==> config.mk <==
export PLATFORM = sky130hd
export DESIGN_NAME = game_score_timer
export DESIGN_NICKNAME = d
export VERILOG_FILES = /design/src/rtl/game_disp_pkg.sv /design/src/rtl/bcd_sat_add4.sv /design/src/rtl/game_score_timer.sv
export SDC_FILE = /design/constraint.sdc
export NUM_CORES = 1
export LEC_CHECK = 0
export BUFFER_PORTS_ARGS = -buffer_cell sky130_fd_sc_hd__buf_2
export CAP_MARGIN = 40
export CORE_UTILIZATION = 43
export DETAILED_ROUTE_END_ITERATION = 10
export GPL_TIMING_DRIVEN = 0
export PLACE_DENSITY_LB_ADDON = 0.05
export SLEW_MARGIN = 5
export SYNTH_ARGS = -nofsm -noshare
export SYNTH_HDL_FRONTEND = slang
export SYNTH_SLANG_ARGS = --single-unit
==> constraint.sdc <==
create_clock -name clk -period 13.08 [get_ports clk]
set_clock_uncertainty 0.2 [all_clocks]
set_input_delay 2.616 -clock clk [delete_from_list [all_inputs] [get_ports clk]]
set_output_delay 2.616 -clock clk [all_outputs]
set_load 0.02 [all_outputs]
==> src/rtl/game_disp_pkg.sv <==
`default_nettype none
// =====================================================================
// game_disp_pkg : phase encoding and BCD widths for the score/timer feeder
// Rev 1.0
// =====================================================================
package game_disp_pkg;

   localparam logic [1:0] IDLE  = 2'd0;
   localparam logic [1:0] RUN   = 2'd1;
   localparam logic [1:0] PAUSE = 2'd2;
   localparam logic [1:0] OVER  = 2'd3;

   localparam int BCD_W  = 4;
   localparam int BCD4_W = 4 * BCD_W;

   // Two-digit BCD of a 0..99 integer, used for elaboration-time limits.
   function automatic logic [2*BCD_W-1:0] dec2bcd2(input int v);
      return {4'(v / 10), 4'(v % 10)};
   endfunction

endpackage
`default_nettype wire

==> src/rtl/bcd_sat_add4.sv <==
`default_nettype none
// =====================================================================
// bcd_sat_add4 : four-digit BCD plus a 0..10 addend, saturating at 9999
// Rev 1.0
// =====================================================================
module bcd_sat_add4
   import game_disp_pkg::*;
(
   input  logic [BCD4_W-1:0] i_a,
   input  logic [BCD_W-1:0]  i_b,
   output logic [BCD4_W-1:0] o_sum
);

   logic [BCD4_W-1:0] w_raw;
   logic [4:0]        w_dsum;
   logic [4:0]        w_adj;
   logic              w_carry;

   // Addend enters the units digit only; a carry out of the top digit means overflow.
   always_comb begin
      w_raw   = '0;
      w_carry = 1'b0;
      w_dsum  = '0;
      w_adj   = '0;
      for (int i = 0; i < 4; i++) begin
         w_dsum = {1'b0, i_a[i*BCD_W +: BCD_W]} + {4'd0, w_carry};
         if (i == 0) begin
            w_dsum = w_dsum + {1'b0, i_b};
         end
         w_adj = w_dsum - 5'd10;
         if (w_dsum > 5'd9) begin
            w_raw[i*BCD_W +: BCD_W] = w_adj[3:0];
            w_carry                 = 1'b1;
         end else begin
            w_raw[i*BCD_W +: BCD_W] = w_dsum[3:0];
            w_carry                 = 1'b0;
         end
      end
   end

   assign o_sum = w_carry ? 16'h9999 : w_raw;

endmodule
`default_nettype wire

==> src/rtl/game_score_timer.sv <==
`default_nettype none
// =====================================================================
// game_score_timer : game phase FSM, MM:SS timer and BCD score for the display
// Rev 1.0 -- optional high-score tracking enabled by `define GAME_HISCORE_EN
// =====================================================================
module game_score_timer
   import game_disp_pkg::*;
#(
   parameter int SEC_SCORE = 1,
   parameter int MAX_MIN   = 99
) (
   input  logic       clk,
   input  logic       rst,
   input  logic       div_clk,
   input  logic       start,
   input  logic       pause,
   input  logic       hit,
   input  logic       score_inc,
   output logic [3:0] dig7,
   output logic [3:0] dig6,
   output logic [3:0] dig5,
   output logic [3:0] dig4,
   output logic [3:0] dig3,
   output logic [3:0] dig2,
   output logic [3:0] dig1,
   output logic [3:0] dig0,
   output logic [1:0] phase,
   output logic       new_hi
);

   localparam logic [BCD_W-1:0]  c_SEC_SCORE = 4'(SEC_SCORE);
   localparam logic [BCD4_W-1:0] c_TIME_MAX  = {dec2bcd2(MAX_MIN), 8'h59};

   logic              r_div_q;
   logic              w_tick;
   logic [1:0]        r_state;
   logic [1:0]        w_state_nxt;
   logic              w_clear;
   logic              w_count;
   logic              w_end;
   logic [BCD4_W-1:0] r_time;
   logic [BCD4_W-1:0] w_time_inc;
   logic [BCD4_W-1:0] r_score;
   logic [BCD4_W-1:0] w_score_sum;
   logic [BCD4_W-1:0] w_score_nxt;
   logic [BCD4_W-1:0] w_upper;
   logic [BCD_W-1:0]  w_addend;

   assign w_tick = div_clk & ~r_div_q;

   always_ff @(posedge clk or negedge rst) begin
      if (!rst) begin
         r_div_q <= 1'b0;
      end else begin
         r_div_q <= div_clk;
      end
   end

   always_ff @(posedge clk or negedge rst) begin
      if (!rst) begin
         r_state <= IDLE;
      end else begin
         r_state <= w_state_nxt;
      end
   end

   always_comb begin
      w_state_nxt = r_state;
      case (r_state)
         IDLE:    if (start) w_state_nxt = RUN;
         RUN: begin
            if (hit)        w_state_nxt = OVER;
            else if (pause) w_state_nxt = PAUSE;
         end
         PAUSE:   if (pause) w_state_nxt = RUN;
         OVER:    if (start) w_state_nxt = RUN;
         default: w_state_nxt = IDLE;
      endcase
   end

   // Counting only happens on RUN cycles that are not leaving RUN.
   always_comb begin
      w_clear = 1'b0;
      w_count = 1'b0;
      w_end   = 1'b0;
      case (r_state)
         IDLE:    w_clear = start;
         RUN: begin
            w_count = ~hit & ~pause;
            w_end   = hit;
         end
         OVER:    w_clear = start;
         default: ;
      endcase
   end

   always_comb begin
      w_time_inc = r_time;
      if (r_time != c_TIME_MAX) begin
         if (r_time[3:0] != 4'd9) begin
            w_time_inc[3:0] = r_time[3:0] + 4'd1;
         end else begin
            w_time_inc[3:0] = 4'd0;
            if (r_time[7:4] != 4'd5) begin
               w_time_inc[7:4] = r_time[7:4] + 4'd1;
            end else begin
               w_time_inc[7:4] = 4'd0;
               if (r_time[11:8] != 4'd9) begin
                  w_time_inc[11:8] = r_time[11:8] + 4'd1;
               end else begin
                  w_time_inc[11:8]  = 4'd0;
                  w_time_inc[15:12] = r_time[15:12] + 4'd1;
               end
            end
         end
      end
   end

   always_ff @(posedge clk or negedge rst) begin
      if (!rst) begin
         r_time <= '0;
      end else if (w_clear) begin
         r_time <= '0;
      end else if (w_count && w_tick) begin
         r_time <= w_time_inc;
      end
   end

   assign w_addend = {3'd0, score_inc} + (w_tick ? c_SEC_SCORE : 4'd0);

   bcd_sat_add4 u_score_add (
      .i_a   (r_score),
      .i_b   (w_addend),
      .o_sum (w_score_sum)
   );

   assign w_score_nxt = w_clear ? '0 : (w_count ? w_score_sum : r_score);

   always_ff @(posedge clk or negedge rst) begin
      if (!rst) begin
         r_score <= '0;
      end else begin
         r_score <= w_score_nxt;
      end
   end

`ifdef GAME_HISCORE_EN
   logic [BCD4_W-1:0] r_hi;
   logic              r_new_hi;
   logic [BCD4_W-1:0] r_upper;

   // Packed BCD compares correctly as a plain unsigned number.
   always_ff @(posedge clk or negedge rst) begin
      if (!rst) begin
         r_hi     <= '0;
         r_new_hi <= 1'b0;
      end else if (w_clear) begin
         r_new_hi <= 1'b0;
      end else if (w_end && (r_score > r_hi)) begin
         r_hi     <= r_score;
         r_new_hi <= 1'b1;
      end
   end

   always_ff @(posedge clk or negedge rst) begin
      if (!rst) begin
         r_upper <= '0;
      end else begin
         r_upper <= (w_state_nxt == IDLE) ? r_hi : w_score_nxt;
      end
   end

   assign w_upper = r_upper;
   assign new_hi  = r_new_hi;
`else
   assign w_upper = r_score;
   assign new_hi  = 1'b0;
`endif

   assign {dig7, dig6, dig5, dig4} = w_upper;
   assign {dig3, dig2, dig1, dig0} = r_time;
   assign phase                    = r_state;

endmodule
`default_nettype wire
==> metrics.txt <==
gr ovfl total 0; antenna cells 0; GPL Wtd Cong 0.820; crit path launch type primary input; Iter 0 DRT Violations 104; root buf cell clkbuf_8; Design Power 349 uW; mapped cell area 2590 sq um; top cells by area, synth dfrtp_1 (34%), ha_1 (9.7%), a21oi_1 (6.0%), o21ai_0 (4.8%), nor2_1 (3.8%); Clock Sinks 35; vias in the first global route 2,168; RSZ-0062 raised after global routing false; PD cells 118 nW/um^2; run status completed; most frequently used flop master after synthesis dfrtp_1; Tot GR Track Use 20.3%; Die Y 79.6 um; Post-CTS Hold Buffers 0; Synth Area in Adders 10.4%; IO Pins 42; Cells after DPL 418; final hold vios 0; Post-CTS Setup Inserts 0; largest net degree at the start of global routing 36; maximum vdd ir drop 0.0508 mV; critical path class in2reg; final setup fails 0; detailed-route DRC error count 0; most frequent cell after synthesis dfrtp_1; die area 6340 sq um; CTS Buffer Depth 2; hold slack 0.353 ns; post-synthesis instance total 306; share of the synthesized area in the top cell type 33.8%; Commonest cells post-synth dfrtp_1 (35), a21oi_1 (31), nor2_1 (26), nand2_1 (25), o21ai_0 (25); Antenna Violating Nets Remaining 0; synthesis-stage register bit count 35; Post-synth EDFFs 0; Slew headroom 46.6%; Starting Density 45.9%; Worst Path Arrival 8.83 ns; Synth warnings 0; critical path endpoint category register; asr flop ratio synth 100%; P_leak 0.00143 uW; main combinational cell family by area after synthesis simple AND/OR/NAND/NOR gates; setup TNS 0 ns; DR WL/cell 13.9 um; Final min period 8.80 ns; P&R area growth vs syn 14.4%; vias after detailed routing 2,357; post-synthesis mux area share 2.37%; post_cts resized 0; vias per cell 5.53; max-slew violations 0; sequential fraction of the synthesis area 33.8%; clock-pin slew on the worst setup and hold paths 0.07 ns; Setup WS post-layout 4.28 ns; H-tree depth 2; xor and xnor area share after synthesis 2.70%; worst endpoint required time 13.11 ns; Die X 79.6 um; Avg Cell Area, Syn 8.47 sq um; Crit Path Max Fanout 8; row count 27; port buffer count 40; Synth Net Count 334; max-cap violation count 0; Synth Area in Compound Gates 21.6%; Hold WC Path Type reg2reg; CTS tree yes; Clk Latency, worst-skew pair 0.29 ns; initial antenna violation count 0; Post-Route WL 5940 um; Core Box Area 5640 sq um; FMAX 114 MHz; Detailed Place HPWL 4280 um; Synth cell types 50; CTS Buf Count 5; first-pass GRT wire length 9960 um; fraction of layout cells with a size suffix above 1 18.9%; worst-margin pin slew 0.801 ns; Post-Synth Simple-Gate Area 24.4%; final std cells w/o fill 426; Filler cells 553; DRT Pass-1 Iters 4; dpl ws 4.02 ns; Nets 381; period utilization 67.3%; area leader, netlist dfrtp_1
layer usage:
layer / global-route usage (%) / part of all wire, % / routed length (um)
met1: 25.0 / 48 / 2820
met2: 34.6 / 47 / 2800
met3: 3.77 / 3.4 / 199
met4: 8.36 / 2.0 / 116
met5: 0 / 0 / 0
state kept, by name, summed over array words and instances (netlist names):
register	count
r_time	16
r_div_q	1
phase	2
r_score	16
worst max-delay path, cell delays in order:
cell	delay [ns]
buf_2	0.11
nor2b_1	0.19
fa_1	0.50
ha_1	0.41
nand2b_1	0.18
a31oi_1	0.09
nor3_1	0.27
ha_1	0.32
ha_1	0.34
or2_2	0.33
a21oi_1	0.16
nor3_1	0.08
ha_1	0.26
ha_1	0.41
nand2b_1	0.17
a31oi_1	0.09
nor3_1	0.32
ha_1	0.23
ha_1	0.25
nand2b_1	0.17
a21oi_1	0.14
o21ba_2	0.16
clkbuf_1	0.20
nor3_1	0.58
a22o_1	0.25
cells by family (layout without fill, tap and decap cells):
logic type,count (synthesis),in the layout
xor gates and xnor gates,8,8
and+or+nand+nor,118,118
DFF,35,35
other,1,1
AOI/OAI and AO/OA,90,90
muxes,6,6
adders and majority gates,21,21
buffers and inverters,27,75
through the flow:
stage          utilization, %  instance area (sq um)
6_report                 52.6                   2970
5_1_grt                  52.6                   2970
4_1_cts                  52.6                   2970
3_5_place_dp             51.1                   2880
3_3_place_gp             51.1                   2880
2_1_floorplan               -                   2590
path summary, 6_finish.rpt:
| kind | start | to | slack, ns | cells after the start |
|---|---|---|---|---|
| min in group asynchronous | rst | r_time[4] | 2.20 | 1 |
| min reg2reg | phase[0] | phase[0] | 0.35 | 2 |
| max reg2reg | r_div_q | r_score[2] | 6.36 | 24 |
| min | phase[0] | phase[0] | 0.35 | 2 |
| max in group asynchronous | rst | phase[0] | 9.96 | 1 |
| max | div_clk | r_score[2] | 4.28 | 25 |
cell type report:
| type | instances | area (sq um) | share of cell area [%] |
|---|---|---|---|
| multi-input cells | 244 | 1600 | 53.9 |
| flip-flops and latches | 35 | 876 | 29.5 |
| repair buffers | 40 | 200 | 6.75 |
| well taps | 72 | 90.1 | 3.04 |
| plain buffers | 17 | 80.1 | 2.70 |
| clock buffers | 5 | 68.8 | 2.32 |
| inverters | 10 | 37.5 | 1.27 |
| clock inverters | 3 | 15.0 | 0.506 |
layout by cell type, fill, tap and decap left out, types with 2 or more instances in the layout:
master and instances:
o31ai_1 7, inv_1 10, and4b_1 4, or2_2 4, xnor2_1 5, clkbuf_8 5, buf_2 44, nor3_1 14
nand2_1 25, clkbuf_1 10, xor2_1 3, nand3_1 10, nor2_1 26, a22o_1 5, nand4_1 2, o221a_2 2
nand3b_1 3, dfrtp_1 35, o21ai_0 25, a31oi_1 5, clkinv_2 3, or3_1 2, and2_1 3, o22ai_1 3
nor3b_1 7, a21o_1 4, or4_1 2, and3b_1 3, mux2i_1 5, ha_1 20, nor2b_1 2, nand2b_1 6
a21oi_1 31
where the power goes:
group | switching (uW) | internal (uW) | total, uW
Sequential | 13.6 | 120 | 133
Combinational | 90.8 | 46.5 | 137
Clock | 42.0 | 36.5 | 78.5
Total | 146 | 203 | 349
(Power assumes the default switching activity.)
